`src/rtl/bcd2bin_if.sv`:
```
// ---------------------------------------------------------------------------
// bcd2bin_if
// Handshake and data bundle for the BCD-to-binary converter.
//   start      : conversion request, honoured only while ready=1
//   bcd3..bcd0 : packed BCD digits, thousands down to units
//   ready      : converter is idle and will accept start
//   done_tick  : one-cycle pulse when bin/err carry a fresh result
//   err        : last completed request contained a digit above 9
//   bin        : 14-bit binary result of the last completed request
// The master modport drives requests; the slave modport is the converter.
// ---------------------------------------------------------------------------
interface bcd2bin_if;
  logic        start;
  logic [3:0]  bcd3;
  logic [3:0]  bcd2;
  logic [3:0]  bcd1;
  logic [3:0]  bcd0;
  logic        ready;
  logic        done_tick;
  logic        err;
  logic [13:0] bin;

  modport master (
    output start, bcd3, bcd2, bcd1, bcd0,
    input  ready, done_tick, err, bin
  );

  modport slave (
    input  start, bcd3, bcd2, bcd1, bcd0,
    output ready, done_tick, err, bin
  );
endinterface

```
`src/rtl/bcd2bin.sv`:
```
// ---------------------------------------------------------------------------
// bcd2bin
// Sequential four-digit BCD to 14-bit binary converter (reverse double
// dabble). Each iteration shifts {d3,d2,d1,d0,b} right by one and then
// subtracts 3 from every BCD digit that reached 8 or more. Fourteen
// iterations move all the weight into b.
// Ports:
//   clk   : rising-edge clock
//   reset : asynchronous, active-high reset
//   bus   : bcd2bin_if.slave (start/ready/done_tick handshake, digits in,
//           bin/err out)
// Timing from the edge that accepts start (T): valid input gives done_tick
// at T+15; an invalid digit gives done_tick at T+1 with err=1 and bin=0.
// ---------------------------------------------------------------------------
module bcd2bin (
  input  logic      clk,
  input  logic      reset,
  bcd2bin_if.slave  bus
);

  typedef enum logic [1:0] {
    S_IDLE = 2'd0,
    S_OP   = 2'd1,
    S_DONE = 2'd2
  } state_t;

  localparam logic [3:0] ITERATIONS = 4'd14;

  state_t      state, state_next;
  logic [29:0] sr, sr_next;        // {d3, d2, d1, d0, b[13:0]}
  logic [3:0]  n, n_next;
  logic [13:0] bin_q, bin_next;
  logic        err_q, err_next;

  logic        bad_digit;
  logic [29:0] shifted;
  logic [29:0] corrected;

  // Undo the doubling that a digit would have received in double dabble.
  function automatic logic [3:0] fix_digit(input logic [3:0] d);
    return (d >= 4'd8) ? d - 4'd3 : d;
  endfunction

  assign bad_digit = (bus.bcd3 > 4'd9) || (bus.bcd2 > 4'd9) ||
                     (bus.bcd1 > 4'd9) || (bus.bcd0 > 4'd9);

  assign shifted   = {1'b0, sr[29:1]};
  assign corrected = {fix_digit(shifted[29:26]), fix_digit(shifted[25:22]),
                      fix_digit(shifted[21:18]), fix_digit(shifted[17:14]),
                      shifted[13:0]};

  // NOTE: sequential state uses non-blocking assignments so every register
  // samples the pre-edge values; every register here is reset.
  always_ff @(posedge clk or posedge reset) begin
    if (reset) begin
      state <= S_IDLE;
      sr    <= '0;
      n     <= '0;
      bin_q <= '0;
      err_q <= 1'b0;
    end else begin
      state <= state_next;
      sr    <= sr_next;
      n     <= n_next;
      bin_q <= bin_next;
      err_q <= err_next;
    end
  end

  // NOTE: every signal written here gets a default first, otherwise a path
  // that skips an assignment would infer a latch.
  always_comb begin
    state_next = state;
    sr_next    = sr;
    n_next     = n;
    bin_next   = bin_q;
    err_next   = err_q;

    case (state)
      S_IDLE: begin
        if (bus.start) begin
          if (bad_digit) begin
            // Reject without touching the shift register.
            err_next   = 1'b1;
            bin_next   = '0;
            state_next = S_DONE;
          end else begin
            sr_next    = {bus.bcd3, bus.bcd2, bus.bcd1, bus.bcd0, 14'b0};
            n_next     = ITERATIONS;
            err_next   = 1'b0;
            state_next = S_OP;
          end
        end
      end

      S_OP: begin
        sr_next = corrected;
        n_next  = n - 4'd1;
        if (n_next == 4'd0) begin
          // Capture the result on the way into done so it is valid
          // together with done_tick.
          bin_next   = corrected[13:0];
          state_next = S_DONE;
        end
      end

      S_DONE: state_next = S_IDLE;

      default: state_next = S_IDLE;
    endcase
  end

  assign bus.ready     = (state == S_IDLE);
  assign bus.done_tick = (state == S_DONE);
  assign bus.bin       = bin_q;
  assign bus.err       = err_q;

endmodule

```
`src/flat_wrapper.sv`:
```
// flat-port wrapper written by rule: the top's interface ports become plain ports
module bcd2bin_flat 
  (clk, reset, bus_start, bus_bcd3, bus_bcd2, bus_bcd1, bus_bcd0, bus_ready, bus_done_tick, bus_err, bus_bin);
  bcd2bin_if bus_i ();
  input  logic clk;
  input  logic reset;
  input wire logic [$bits(bus_i.start)-1:0] bus_start;
  input wire logic [$bits(bus_i.bcd3)-1:0] bus_bcd3;
  input wire logic [$bits(bus_i.bcd2)-1:0] bus_bcd2;
  input wire logic [$bits(bus_i.bcd1)-1:0] bus_bcd1;
  input wire logic [$bits(bus_i.bcd0)-1:0] bus_bcd0;
  output wire logic [$bits(bus_i.ready)-1:0] bus_ready;
  output wire logic [$bits(bus_i.done_tick)-1:0] bus_done_tick;
  output wire logic [$bits(bus_i.err)-1:0] bus_err;
  output wire logic [$bits(bus_i.bin)-1:0] bus_bin;
  assign bus_i.start = bus_start;
  assign bus_i.bcd3 = bus_bcd3;
  assign bus_i.bcd2 = bus_bcd2;
  assign bus_i.bcd1 = bus_bcd1;
  assign bus_i.bcd0 = bus_bcd0;
  assign bus_ready = bus_i.ready;
  assign bus_done_tick = bus_i.done_tick;
  assign bus_err = bus_i.err;
  assign bus_bin = bus_i.bin;
  bcd2bin u_core (.clk(clk), .reset(reset), .bus(bus_i));
endmodule
```
`config.mk`:
```
export PLATFORM = sky130hd
export DESIGN_NAME = bcd2bin_flat
export DESIGN_NICKNAME = d
export VERILOG_FILES = /design/src/rtl/bcd2bin_if.sv /design/src/rtl/bcd2bin.sv /design/src/flat_wrapper.sv
export SDC_FILE = /design/constraint.sdc
export NUM_CORES = 1
export LEC_CHECK = 0
export CAP_MARGIN = 25
export CORE_MARGIN = 2
export CORE_UTILIZATION = 32
export CTS_CLUSTER_DIAMETER = 30
export CTS_CLUSTER_SIZE = 8
export DETAILED_ROUTE_END_ITERATION = 6
export PLACE_DENSITY_LB_ADDON = 0.05
export SKIP_LAST_GASP = 1
export SYNTH_ARGS = -nofsm -noshare
export SYNTH_HDL_FRONTEND = slang
export SYNTH_SLANG_ARGS = --single-unit
export TNS_END_PERCENT = 1
```
`constraint.sdc`:
```
create_clock -name clk -period 2.14 [get_ports clk]
set_input_delay 0.428 -clock clk [delete_from_list [all_inputs] [get_ports clk]]
set_output_delay 0.428 -clock clk [all_outputs]
set_load 0.02 [all_outputs]
```
==> results of run 1 <==
-- state kept, by name, summed over array words and instances, names as in the netlist --
register	flops
u_core.bus.err	1
u_core.state	2
u_core.bus.bin	14
u_core.sr	29
u_core.n	4
-- layout make-up --
cell class	count	area, um2	area share (%)
timing repair buffer	68	611	19.2
clock buffer	5	68.8	2.17
multi-input combinational	140	1060	33.3
clock inverter	3	21.3	0.669
sequential	50	1250	39.4
tap	99	124	3.90
inverter	12	45.0	1.42
-- cells by family after synthesis --
family	Yosys count	share of synthesized area (%)
fa+ha+maj	8	4.10
simple gates	47	9.68
compound gates	66	21.7
mux	13	5.69
buf+inv	25	5.48
flops	50	51.2
xor+xnor	6	2.15
-- path summary, 6_finish.rpt --
| kind | startpoint | endpoint | slack [ps] | depth (start not counted) |
|---|---|---|---|---|
| worst max-delay path | u_core.state[1]$_DFFE_PP0P_ | bus_done_tick | 150 | 2 |
| worst min-delay path | reset | u_core.sr[18]$_DFFE_PP0P_ | 440 | 2 |
| worst max register to register | u_core.n[1]$_DFFE_PP0P_ | u_core.bus.bin[8]$_DFFE_PP0P_ | 310 | 7 |
| worst min register to register | u_core.bus.bin[5]$_DFFE_PP0P_ | u_core.bus.bin[5]$_DFFE_PP0P_ | 500 | 1 |
| max in group asynchronous | reset | u_core.bus.bin[13]$_DFFE_PP0P_ | 1180 | 3 |
| min in group clk | u_core.bus.bin[5]$_DFFE_PP0P_ | u_core.bus.bin[5]$_DFFE_PP0P_ | 500 | 1 |
-- report_power, final --
group / leakage [nW] / internal (mW) / switching (mW)
clock network: 0.0441 / 0.230 / 0.320
logic: 0.762 / 0.596 / 0.545
registers: 0.644 / 1.20 / 0.274
total: 1.45 / 2.03 / 1.14
-- through the flow --
step | area (um2) | worst slack (ps)
floorplan | 2440 | 278
global placement | 3090 | -102
detailed placement | 3090 | -83.6
CTS | 3180 | 118
global route | 3180 | 51.6
finish | 3180 | 148
-- layout by cell type (no fill, tap or decap), drive strengths merged, types with 2 or more instances in the layout --
cell type	n
clkinv	2
nand2	19
clkdlybuf4s50	35
clkbuf	5
inv	12
o21ai	14
dfrtp	50
a22o	13
mux2	7
nor2	9
buf	33
nor2b	2
ha	8
o32ai	3
a21oi	11
mux2i	6
and4	2
a41oi	2
a32o	14
xnor2	6
nand2b	5
a31oi	6
nand3	4
-- metal layers --
metal / wire length (um) / vias up / track usage (%)
li1: - / 913 / -
met1: 3050 / 918 / 23.4
met2: 2400 / 37 / 20.4
met3: 246 / 2 / 3.15
met4: 24 / 0 / 3.41
met5: 0 / - / 0
==> flow_metrics.tcl, run 1 <==
set metrics [dict create \
    start_kind "flip-flop" \
    cts_max_level 2 \
    path_cells "nor2b_1 > clkdlybuf4s50_1" \
    crit_path_max_incr_delay_ps 610 \
    area_growth_pct 30.1 \
    netlist.area_leader.share_pct 51.2 \
    final_cells 377 \
    netlist-cell-type-count 38 \
    cts_setup_buffers 0 \
    grt_util_all_layers_pct 14.8 \
    drive_above_1_share_pct 20.9 \
    start_util_pct 33.3 \
    status "completed" \
    synth_enable_flop_cells 0 \
    synth_common_cells "dfrtp_1, nand2_1, a22o_1, a32o_1, inv_1" \
    wl_mm 5.73 \
    fin_crit_ps 1990 \
    finalSetupTns_ps 0 \
    required_ps 1710 \
    rows 31 \
    syn_area_mm2 0.00244 \
    insertion_delay_ps 300 \
    timing.slew.headroom_pct 70.7 \
    cts-buffers-inserted 5 \
    die_area_mm2 0.00835 \
    grt_first_pass_wirelength_mm 9.89 \
    path_delay_family "buffers and inverters" \
    antenna_found_initial 0 \
    slowest_stage "clkdlybuf4s50_1" \
    worst_pin_slew_ps 439 \
    grt_max_degree 34 \
    critical_path_peak_fanout 8 \
    postCtsHoldBufs 0 \
    ir_worst_vdd_mv 0.457 \
    p_per_area_mw_per_mm2 996 \
    place_congestion 0.772 \
    crit_arrival_ps 1560 \
    synthCells 215 \
    syn_avg_cell_area_um2 11.4 \
    synth_area_leaders "dfrtp_1, a32o_1, a22o_1" \
    vias 1870 \
    end_kind "output pin" \
    clkTransAtPathRegs_ps 100 \
    grt_pass1_vias 1861 \
    place.detailed.hpwl_mm 4.07 \
    synth_most_common_cell "dfrtp_1" \
    slew_violations 0 \
    cts-root-buf "clkbuf_8" \
    synthesis.nets 242 \
    n_antenna_cell 0 \
    portBuffers 35 \
    criticalPathCategory "flip-flop to output pin" \
    placeableCoreArea_mm2 0.00733 \
    maxCapViolCount 0 \
    utilization_pct 43.4 \
    firstDrtPassIters 4 \
    drt_iter0_markers 74 \
    fmax_mhz 502 \
    antenna_left 0 \
    hold_violations 0 \
    min_path_type "input port to asynchronous set/reset pin" \
    path_buf_inv 1 \
    fin_crit_sh_pct 93.1 \
    setup_viol 0 \
    clkSinkCount 50 \
    post_cts_resized 0 \
    wl_per_cell_um 15.2 \
    placedCellCount 369 \
    synth_seq_cells 50 \
    fill_cells 702 \
    fin_skew_ps 6.86 \
    cts_buffer_depth 2 \
    ys_warn_count 0 \
    synthFlopType "dfrtp_1" \
    power_mw 3.17 \
    vias_per_cell 4.96 \
    seq_area_frac_synth_pct 51.2 \
    drc 0 \
    cts_tree "yes" \
    dieWidth_um 91.4 \
    rsz0062_at_grt "false" \
    ioPinCount 36 \
    whs_ps 444 \
    p_leak_nw 1.45 \
    fp.dieH_um 91.4 \
    yosys.area.top_type "dfrtp_1" \
    synthArstFlopShare_pct 100 \
    grt-ovfl-total 0 \
    nNetsFinal 304 \
]
Note: power is estimated with default switching activity, not from simulation.
==> run 2: changes to the inputs <==
--- a/config.mk
+++ b/config.mk
@@ -8,6 +8,7 @@
 export CAP_MARGIN = 25
 export CORE_MARGIN = 2
 export CORE_UTILIZATION = 32
+export CTS_BUF_LIST = sky130_fd_sc_hd__clkbuf_8
 export CTS_CLUSTER_DIAMETER = 30
 export CTS_CLUSTER_SIZE = 8
 export DETAILED_ROUTE_END_ITERATION = 6
==> results of run 2 <==
Same layout as run 1: the final DEF is identical, and so are final timing and power.
==> run 3: changes to the inputs <==
--- a/config.mk
+++ b/config.mk
@@ -13,7 +13,6 @@
 export CTS_CLUSTER_SIZE = 8
 export DETAILED_ROUTE_END_ITERATION = 6
 export PLACE_DENSITY_LB_ADDON = 0.05
-export SKIP_LAST_GASP = 1
 export SYNTH_ARGS = -nofsm -noshare
 export SYNTH_HDL_FRONTEND = slang
 export SYNTH_SLANG_ARGS = --single-unit
==> results of run 3 <==
Same layout as run 1: the final DEF is identical, and so are final timing and power.
